[src/rtl/breport_parse.sv]
// Beacon-report parser: forwards ordinary packets with a fixed 3-cycle latency,
// extracts beacon reports into rpt_* outputs. Define BREPORT_FWD_EN to also forward beacons.
module breport_parse #(
    parameter logic [47:0] CNC_MAC   = 48'h010203040506,
    parameter int          RPT_WORDS = 13
) (
    input  logic         clk,
    input  logic         rst,
    input  logic         in_data_wr,
    input  logic [133:0] in_data,
    input  logic         in_data_valid,
    input  logic         in_data_valid_wr,
    output logic         out_data_wr,
    output logic [133:0] out_data,
    output logic         out_data_valid,
    output logic         out_data_valid_wr,
    output logic         rpt_valid,
    output logic [47:0]  rpt_src_mac,
    output logic [47:0]  rpt_timestamp,
    output logic [47:0]  rpt_direct_mac,
    output logic         rpt_direction,
    output logic [31:0]  rpt_token_bucket,
    output logic [127:0] rpt_esw_cnt,
    output logic [7:0]   rpt_node_id,
    output logic [7:0]   rpt_bufm_id_cnt,
    output logic [127:0] rpt_eos_md_cnt,
    output logic [23:0]  rpt_eos_q_used,
    output logic [255:0] rpt_goe_cnt,
    output logic [31:0]  rpt_cnt,
    output logic [15:0]  err_cnt
);

    typedef enum logic [2:0] {
        IDLE    = 3'd0,
        CLASS   = 3'd1,
        BEACON  = 3'd2,
        PASS    = 3'd3,
        DISCARD = 3'd4
    } state_t;

    localparam logic [1:0] TAG_FIRST = 2'b01;
    localparam logic [1:0] TAG_LAST  = 2'b10;
    localparam logic [3:0] LAST_IDX  = 4'(RPT_WORDS - 1);

    state_t state_q, state_d;
    logic [3:0] idx_q, idx_d, cur_idx;
    logic [1:0] tag;
    logic hdr_match, err_inc, accept, bcn_word, kill_flag, clr_flag, drop, kill;

    // Shadow registers filled while a beacon is being received
    logic [47:0]  src_mac_q, src_mac_d, ts_q, ts_d, dmac_q, dmac_d;
    logic         dir_q, dir_d;
    logic [31:0]  tb_q, tb_d;
    logic [127:0] esw_q, esw_d, eos_md_q, eos_md_d, goe_hi_q, goe_hi_d;
    logic [7:0]   node_q, node_d, bufm_q, bufm_d;
    logic [23:0]  eos_q_q, eos_q_d;

    logic         rpt_valid_q, rpt_valid_d, rpt_dir_q, rpt_dir_d;
    logic [47:0]  rpt_src_q, rpt_src_d, rpt_ts_q, rpt_ts_d, rpt_dmac_q, rpt_dmac_d;
    logic [31:0]  rpt_tb_q, rpt_tb_d, rpt_cnt_q, rpt_cnt_d;
    logic [127:0] rpt_esw_q, rpt_esw_d, rpt_eos_md_q, rpt_eos_md_d;
    logic [7:0]   rpt_node_q, rpt_node_d, rpt_bufm_q, rpt_bufm_d;
    logic [23:0]  rpt_eos_q_q, rpt_eos_q_d;
    logic [255:0] rpt_goe_q, rpt_goe_d;
    logic [15:0]  err_cnt_q, err_cnt_d;

    // Three-stage delay line; the flag marks words of a packet not yet classified
    logic         s1_wr_q, s1_wr_d, s2_wr_q, s2_wr_d, s3_wr_q, s3_wr_d;
    logic         s1_vwr_q, s1_vwr_d, s2_vwr_q, s2_vwr_d, s3_vwr_q, s3_vwr_d;
    logic         s1_val_q, s1_val_d, s2_val_q, s2_val_d, s3_val_q, s3_val_d;
    logic         s1_flag_q, s1_flag_d, s2_flag_q, s2_flag_d;
    logic [133:0] s1_data_q, s1_data_d, s2_data_q, s2_data_d, s3_data_q, s3_data_d;
    logic         drop_last_q, drop_last_d;

    // Packet FSM, word index and shadow capture
    always_comb begin
        state_d   = state_q;
        idx_d     = idx_q;
        err_inc   = 1'b0;
        accept    = 1'b0;
        bcn_word  = 1'b0;
        kill_flag = 1'b0;
        clr_flag  = 1'b0;
        src_mac_d = src_mac_q;
        ts_d      = ts_q;
        dmac_d    = dmac_q;
        dir_d     = dir_q;
        tb_d      = tb_q;
        esw_d     = esw_q;
        node_d    = node_q;
        bufm_d    = bufm_q;
        eos_md_d  = eos_md_q;
        eos_q_d   = eos_q_q;
        goe_hi_d  = goe_hi_q;
        tag       = in_data[133:132];
        cur_idx   = (tag == TAG_FIRST) ? 4'd0 : idx_q;
        hdr_match = (in_data[127:80] == CNC_MAC) && (in_data[31:16] == 16'h88F7)
                    && (in_data[11:8] == 4'hE);
        if (in_data_wr) begin
            idx_d = cur_idx + 4'd1;
            if (tag == TAG_FIRST) begin
                // A first-word tag always restarts classification, aborting any packet in flight
                err_inc  = (state_q == BEACON);
                clr_flag = 1'b1;
                state_d  = CLASS;
            end else begin
                case (state_q)
                    CLASS: begin
                        if (cur_idx == 4'd2) begin
                            clr_flag = 1'b1;
                            if (hdr_match) begin
                                bcn_word  = 1'b1;
                                kill_flag = 1'b1;
                                src_mac_d = in_data[79:32];
                                if (tag == TAG_LAST) begin
                                    err_inc = 1'b1;
                                    state_d = IDLE;
                                end else begin
                                    state_d = BEACON;
                                end
                            end else begin
                                state_d = (tag == TAG_LAST) ? IDLE : PASS;
                            end
                        end else if (tag == TAG_LAST) begin
                            clr_flag = 1'b1;
                            state_d  = IDLE;
                        end else begin
                            state_d = CLASS;
                        end
                    end
                    BEACON: begin
                        bcn_word = 1'b1;
                        case (cur_idx)
                            4'd5:  ts_d = in_data[95:48];
                            4'd6: begin
                                dmac_d = in_data[127:80];
                                dir_d  = in_data[79];
                                tb_d   = in_data[63:32];
                            end
                            4'd7:  esw_d = in_data[127:0];
                            4'd8: begin
                                node_d = in_data[127:120];
                                bufm_d = in_data[119:112];
                            end
                            4'd9:  eos_md_d = in_data[127:0];
                            4'd10: eos_q_d  = in_data[127:104];
                            4'd11: goe_hi_d = in_data[127:0];
                            default: ;
                        endcase
                        if (cur_idx == LAST_IDX) begin
                            if (tag == TAG_LAST) begin
                                accept  = 1'b1;
                                state_d = IDLE;
                            end else begin
                                err_inc = 1'b1;
                                state_d = DISCARD;
                            end
                        end else if (tag == TAG_LAST) begin
                            err_inc = 1'b1;
                            state_d = IDLE;
                        end else begin
                            state_d = BEACON;
                        end
                    end
                    DISCARD: begin
                        bcn_word = 1'b1;
                        state_d  = (tag == TAG_LAST) ? IDLE : DISCARD;
                    end
                    PASS: state_d = (tag == TAG_LAST) ? IDLE : PASS;
                    default: state_d = IDLE;
                endcase
            end
        end else begin
            idx_d = idx_q;
        end
    end

    // Report publication and counters; the last GOE half comes straight from the closing word
    always_comb begin
        rpt_valid_d = accept;
        rpt_cnt_d   = accept ? (rpt_cnt_q + 32'd1) : rpt_cnt_q;
        err_cnt_d   = (err_inc && (err_cnt_q != 16'hFFFF)) ? (err_cnt_q + 16'd1) : err_cnt_q;
        if (accept) begin
            rpt_src_d    = src_mac_q;
            rpt_ts_d     = ts_q;
            rpt_dmac_d   = dmac_q;
            rpt_dir_d    = dir_q;
            rpt_tb_d     = tb_q;
            rpt_esw_d    = esw_q;
            rpt_node_d   = node_q;
            rpt_bufm_d   = bufm_q;
            rpt_eos_md_d = eos_md_q;
            rpt_eos_q_d  = eos_q_q;
            rpt_goe_d    = {goe_hi_q, in_data[127:0]};
        end else begin
            rpt_src_d    = rpt_src_q;
            rpt_ts_d     = rpt_ts_q;
            rpt_dmac_d   = rpt_dmac_q;
            rpt_dir_d    = rpt_dir_q;
            rpt_tb_d     = rpt_tb_q;
            rpt_esw_d    = rpt_esw_q;
            rpt_node_d   = rpt_node_q;
            rpt_bufm_d   = rpt_bufm_q;
            rpt_eos_md_d = rpt_eos_md_q;
            rpt_eos_q_d  = rpt_eos_q_q;
            rpt_goe_d    = rpt_goe_q;
        end
    end

    // Delay line; a beacon verdict at index 2 retracts the two earlier words still in flight
    always_comb begin
`ifdef BREPORT_FWD_EN
        drop = 1'b0;
        kill = 1'b0;
`else
        drop = bcn_word;
        kill = kill_flag;
`endif
        drop_last_d = in_data_wr ? drop : drop_last_q;
        s1_wr_d     = in_data_wr & ~drop;
        s1_vwr_d    = in_data_valid_wr & ~drop_last_d;
        s1_val_d    = in_data_valid;
        s1_data_d   = in_data;
        s1_flag_d   = in_data_wr & (state_d == CLASS);
        s2_wr_d     = s1_wr_q & ~(kill & s1_flag_q);
        s2_vwr_d    = s1_vwr_q & ~(kill & s1_flag_q);
        s2_val_d    = s1_val_q;
        s2_data_d   = s1_data_q;
        s2_flag_d   = s1_flag_q & ~clr_flag;
        s3_wr_d     = s2_wr_q & ~(kill & s2_flag_q);
        s3_vwr_d    = s2_vwr_q & ~(kill & s2_flag_q);
        s3_val_d    = s2_val_q;
        s3_data_d   = s2_data_q;
    end

    // State, shadow, report and pipeline registers
    always_ff @(posedge clk or posedge rst) begin
        if (rst) begin
            state_q      <= IDLE;
            idx_q        <= 4'd0;
            src_mac_q    <= 48'd0;
            ts_q         <= 48'd0;
            dmac_q       <= 48'd0;
            dir_q        <= 1'b0;
            tb_q         <= 32'd0;
            esw_q        <= 128'd0;
            node_q       <= 8'd0;
            bufm_q       <= 8'd0;
            eos_md_q     <= 128'd0;
            eos_q_q      <= 24'd0;
            goe_hi_q     <= 128'd0;
            rpt_valid_q  <= 1'b0;
            rpt_src_q    <= 48'd0;
            rpt_ts_q     <= 48'd0;
            rpt_dmac_q   <= 48'd0;
            rpt_dir_q    <= 1'b0;
            rpt_tb_q     <= 32'd0;
            rpt_esw_q    <= 128'd0;
            rpt_node_q   <= 8'd0;
            rpt_bufm_q   <= 8'd0;
            rpt_eos_md_q <= 128'd0;
            rpt_eos_q_q  <= 24'd0;
            rpt_goe_q    <= 256'd0;
            rpt_cnt_q    <= 32'd0;
            err_cnt_q    <= 16'd0;
            s1_wr_q      <= 1'b0;
            s2_wr_q      <= 1'b0;
            s3_wr_q      <= 1'b0;
            s1_vwr_q     <= 1'b0;
            s2_vwr_q     <= 1'b0;
            s3_vwr_q     <= 1'b0;
            s1_val_q     <= 1'b0;
            s2_val_q     <= 1'b0;
            s3_val_q     <= 1'b0;
            s1_flag_q    <= 1'b0;
            s2_flag_q    <= 1'b0;
            s1_data_q    <= 134'd0;
            s2_data_q    <= 134'd0;
            s3_data_q    <= 134'd0;
            drop_last_q  <= 1'b0;
        end else begin
            state_q      <= state_d;
            idx_q        <= idx_d;
            src_mac_q    <= src_mac_d;
            ts_q         <= ts_d;
            dmac_q       <= dmac_d;
            dir_q        <= dir_d;
            tb_q         <= tb_d;
            esw_q        <= esw_d;
            node_q       <= node_d;
            bufm_q       <= bufm_d;
            eos_md_q     <= eos_md_d;
            eos_q_q      <= eos_q_d;
            goe_hi_q     <= goe_hi_d;
            rpt_valid_q  <= rpt_valid_d;
            rpt_src_q    <= rpt_src_d;
            rpt_ts_q     <= rpt_ts_d;
            rpt_dmac_q   <= rpt_dmac_d;
            rpt_dir_q    <= rpt_dir_d;
            rpt_tb_q     <= rpt_tb_d;
            rpt_esw_q    <= rpt_esw_d;
            rpt_node_q   <= rpt_node_d;
            rpt_bufm_q   <= rpt_bufm_d;
            rpt_eos_md_q <= rpt_eos_md_d;
            rpt_eos_q_q  <= rpt_eos_q_d;
            rpt_goe_q    <= rpt_goe_d;
            rpt_cnt_q    <= rpt_cnt_d;
            err_cnt_q    <= err_cnt_d;
            s1_wr_q      <= s1_wr_d;
            s2_wr_q      <= s2_wr_d;
            s3_wr_q      <= s3_wr_d;
            s1_vwr_q     <= s1_vwr_d;
            s2_vwr_q     <= s2_vwr_d;
            s3_vwr_q     <= s3_vwr_d;
            s1_val_q     <= s1_val_d;
            s2_val_q     <= s2_val_d;
            s3_val_q     <= s3_val_d;
            s1_flag_q    <= s1_flag_d;
            s2_flag_q    <= s2_flag_d;
            s1_data_q    <= s1_data_d;
            s2_data_q    <= s2_data_d;
            s3_data_q    <= s3_data_d;
            drop_last_q  <= drop_last_d;
        end
    end

    assign out_data_wr       = s3_wr_q;
    assign out_data          = s3_data_q;
    assign out_data_valid    = s3_val_q;
    assign out_data_valid_wr = s3_vwr_q;
    assign rpt_valid         = rpt_valid_q;
    assign rpt_src_mac       = rpt_src_q;
    assign rpt_timestamp     = rpt_ts_q;
    assign rpt_direct_mac    = rpt_dmac_q;
    assign rpt_direction     = rpt_dir_q;
    assign rpt_token_bucket  = rpt_tb_q;
    assign rpt_esw_cnt       = rpt_esw_q;
    assign rpt_node_id       = rpt_node_q;
    assign rpt_bufm_id_cnt   = rpt_bufm_q;
    assign rpt_eos_md_cnt    = rpt_eos_md_q;
    assign rpt_eos_q_used    = rpt_eos_q_q;
    assign rpt_goe_cnt       = rpt_goe_q;
    assign rpt_cnt           = rpt_cnt_q;
    assign err_cnt           = err_cnt_q;

endmodule

[config.mk]
export PLATFORM = sky130hd
export DESIGN_NAME = breport_parse
export DESIGN_NICKNAME = d
export VERILOG_FILES = /design/src/rtl/breport_parse.sv
export SDC_FILE = /design/constraint.sdc
export NUM_CORES = 2
export LEC_CHECK = 0
export CORE_AREA = 2 2 408 410
export CTS_CLUSTER_DIAMETER = 50
export DETAILED_ROUTE_END_ITERATION = 8
export DIE_AREA = 0 0 410 412
export PLACE_DENSITY = 0.57
export SLEW_MARGIN = 0
export SYNTH_ARGS = -nofsm -noshare
export SYNTH_HDL_FRONTEND = slang
export SYNTH_SLANG_ARGS = --single-unit
[constraint.sdc]
create_clock -name clk -period 191.6 [get_ports clk]
set_clock_uncertainty 0.05 [all_clocks]
set_input_delay 38.32 -clock clk [delete_from_list [all_inputs] [get_ports clk]]
set_output_delay 38.32 -clock clk [all_outputs]
set_load 0.01 [all_outputs]
==> out/qor.json <==
{
  "outcome": "completed",
  "syn2layout_area_growth_pct": 31.0,
  "fillers": 14600,
  "multi_input_comb_area_um2": 17000,
  "final_design_area_no_fill_um2": 82700,
  "worst_slew_pin_slew_ns": 1.30,
  "final_min_period_over_clock_period_pct": 22.8,
  "yosys_warnings": 0,
  "tritoncts": "built",
  "grtUsageTotal_pct": 23.2,
  "path_class": "in -> async",
  "synth_mux_area_share_pct": 11.1,
  "tns_ns": 0,
  "min_path_type": "reg -> reg",
  "synthMostInstantiatedCell": "sky130_fd_sc_hd__nand2_1",
  "crit_path_cell_trace": "clkdlybuf4s50_1, inv_8, buf_4, buf_4, buf_4, buf_4, buf_4, buf_4",
  "cts-resized-gates": 0,
  "crit_slowest_cell": "sky130_fd_sc_hd__buf_4",
  "design.core.area_um2": 164000,
  "postLayoutSetupSlackWorst_ns": 147.97,
  "sequential_element_share_of_the_synthesized_area_pct": 71.4,
  "detail_route.first_pass.iterations": 5,
  "seq_area_um2": 45000,
  "unrepaired_setup_endpoints_after_global_routing": "no",
  "worst_slew_slack_as_a_fraction_of_its_limit_pct": 12.9,
  "die_width_um": 410,
  "power-per-cell-area_nw_per_um2": 9.70,
  "yosysUniqueCellTypes": 51,
  "post-route-util_pct": 50.3,
  "layoutNonFillerInstCount": 8551,
  "num_io_pins": 1054,
  "synthTopCellsByCount": "sky130_fd_sc_hd__nand2_1, sky130_fd_sc_hd__dfrtp_1, sky130_fd_sc_hd__mux2_2",
  "vias_in_the_first_global_route": 40800,
  "worst-path-max-fanout": 151,
  "cts_num_sinks": 1800,
  "synthAdderAreaFrac_pct": 0.178,
  "ctsHtreeMaxLevel": 4,
  "area_enclosed_by_the_die_boundary_um2": 169000,
  "delay_of_the_slowest_cell_on_the_worst_path_ns": 0.81,
  "cp.arrival_ns": 44.45,
  "root_buffer": "sky130_fd_sc_hd__clkbuf_16",
  "routedWlPerCell_um": 23.2,
  "hold_viol_final": 0,
  "yosys_register_bits": 1800,
  "postRouteWirelength_mm": 198,
  "synth_area_leaders": "sky130_fd_sc_hd__dfrtp_1, sky130_fd_sc_hd__nand2_1, sky130_fd_sc_hd__mux2_2",
  "drv_slew": 0,
  "critical_path.endpoint_type": "async pin",
  "layout-drive-gt1-share_pct": 12.3,
  "synthArstFlopShare_pct": 100,
  "synth_top_family_by_area": "simple AND/OR/NAND/NOR gates",
  "placed_cell_area_um2": 76100,
  "cp.required_ns": 192.41,
  "detail_route.iter0.violations": 3329,
  "dp_slack_ns": 146.79,
  "number_of_nets_produced_by_synthesis": 5252,
  "route.vias.total": 40900,
  "cap_viol_max_count": 0,
  "numCtsBuffers": 194,
  "synth-compound-area-share_pct": 0.272,
  "synth_area_leader_cell": "sky130_fd_sc_hd__dfrtp_1",
  "synth_flop_cell": "sky130_fd_sc_hd__dfrtp_1",
  "synthesized_area_divided_by_synthesized_cell_count_um2": 12.4,
  "timing.critical_path.from_type": "input port",
  "finish.net_count": 6343,
  "mappedNetlistArea_um2": 63100,
  "crit_top_cell": "sky130_fd_sc_hd__buf_4",
  "synth_cells": 5104,
  "portBuffers": 1053,
  "grt-ovfl-total": 0,
  "initial_core_util_pct": 38.4,
  "maxClockFrequency_mhz": 22.9,
  "period_needed_ns": 43.63,
  "fp-row-count": 149,
  "synth-xor-area-share_pct": 0.610,
  "grt_first_pass_wirelength_mm": 288,
  "cellLeakagePower_nw": 42.4,
  "clock_input_transition_at_the_sequential_cells_of_the_worst_setup_and_hold_paths_ns": 0.06,
  "worst_skew_pair.late_latency_ns": 0.84,
  "ctsHoldBuffers": 0,
  "setup_viol": 0,
  "post-dp-hpwl_mm": 132,
  "max-vdd-ir-drop_mv": 0.00896,
  "synth_simple_gate_area_share_pct": 14.7,
  "post_placement_cell_count": 8188,
  "pin_count_of_the_biggest_net_entering_global_routing": 194,
  "antenna_violations_before_repair": 19,
  "post-synth-top-area-fraction_pct": 71.4,
  "drt_drc_violations_left": 0,
  "drt.antenna.violating_nets": 0,
  "die-height_um": 412,
  "drt-vias-per-instance": 4.79,
  "clock_path_buffers": 3,
  "number_of_synthesized_flops_with_an_enable_pin": 0,
  "post-cts-setup-buffers": 0,
  "final_wtd_congestion": 0.834
}
[power by group]
part / leakage (nW) / switching, mW / internal, mW
Combinational: 15.0 / 0.0184 / 0.00951
Sequential: 24.2 / 0.00354 / 0.388
Clock: 3.24 / 0.158 / 0.225
Total: 42.4 / 0.180 / 0.622
[per-stage QoR]
step | hold WS (ns) | power [mW]
detailed placement | 0.285 | 0.428
CTS | 0.276 | 0.812
global placement | 0.281 | 0.427
global route | 0.288 | 0.831
floorplan | 0.281 | 0.411
finish | 0.278 | 0.802
[worst max-delay path, delay by kind of cell]
| family | cells | cell delay, ns |
|---|---|---|
| buffers and inverters | 8 | 5.78 |
[cell type report]
type	instances	share of cell area (%)
repair buffers	1133	13.5
clock buffers	283	6.87
clock inverters	78	1.15
well taps	2189	3.31
inverters	14	0.0817
multi-input cells	3052	20.6
diodes	2	0.00605
flip-flops and latches	1800	54.5
[sequential cells by signal, summed over array words and instances (netlist names), 128 cells and up]
register        count
rpt_esw_cnt       128
eos_md_q          128
out_data          134
rpt_eos_md_cnt    128
esw_q             128
rpt_goe_cnt       256
s1_data_q         134
s2_data_q         134
goe_hi_q          128
[cells by family after synthesis]
group,Yosys count
mux,606
compound gates,26
fa+ha+maj,9
xor+xnor,44
flops,1800
buf+inv,252
simple gates,2367
[path summary, 6_finish.rpt]
kind	start	to	slack (ns)	cells past startpoint
setup / recovery	rst	rpt_goe_cnt[198]	147.97	8
hold / removal	s1_data_q[124]	s2_data_q[124]	0.28	0
setup reg to reg	idx_q[0]	rpt_goe_cnt[232]	186.36	13
hold reg to reg	s1_data_q[124]	s2_data_q[124]	0.28	0
max in group clk	in_data[133]	rpt_goe_cnt[232]	148.07	15
min in group asynchronous	rst	out_data_valid	38.03	2
[cells in the final DEF, fill, tap and decap left out, types with 7 or more instances in the layout]
cell type and count:
sky130_fd_sc_hd__dfrtp_1 1800, sky130_fd_sc_hd__and3_1 7, sky130_fd_sc_hd__clkbuf_1 42, sky130_fd_sc_hd__buf_4 75, sky130_fd_sc_hd__clkdlybuf4s50_1 1053, sky130_fd_sc_hd__nor4b_1 13, sky130_fd_sc_hd__nor2_1 22, sky130_fd_sc_hd__clkbuf_16 196
sky130_fd_sc_hd__clkbuf_8 45, sky130_fd_sc_hd__mux2_2 319, sky130_fd_sc_hd__nand4_1 14, sky130_fd_sc_hd__nor4_1 13, sky130_fd_sc_hd__clkinv_2 33, sky130_fd_sc_hd__ha_1 9, sky130_fd_sc_hd__nor3_1 13, sky130_fd_sc_hd__o21ai_0 7
sky130_fd_sc_hd__inv_1 12, sky130_fd_sc_hd__nand3_1 18, sky130_fd_sc_hd__xnor2_1 24, sky130_fd_sc_hd__mux2_4 46, sky130_fd_sc_hd__xor2_1 20, sky130_fd_sc_hd__bufinv_16 13, sky130_fd_sc_hd__clkinvlp_4 11, sky130_fd_sc_hd__mux2_1 240
sky130_fd_sc_hd__nand2_1 2225
[metal layers]
layer / vias to the layer above / GRT usage, % / part of all wire, %
li1: 18400 / - / -
met3: 279 / 7.42 / 7.9
met2: 1188 / 36.9 / 47
met4: 6 / 7.69 / 3.3
met5: - / 0 / 0.020
met1: 21000 / 30.1 / 42
Note: power is estimated with default switching activity, not from simulation.
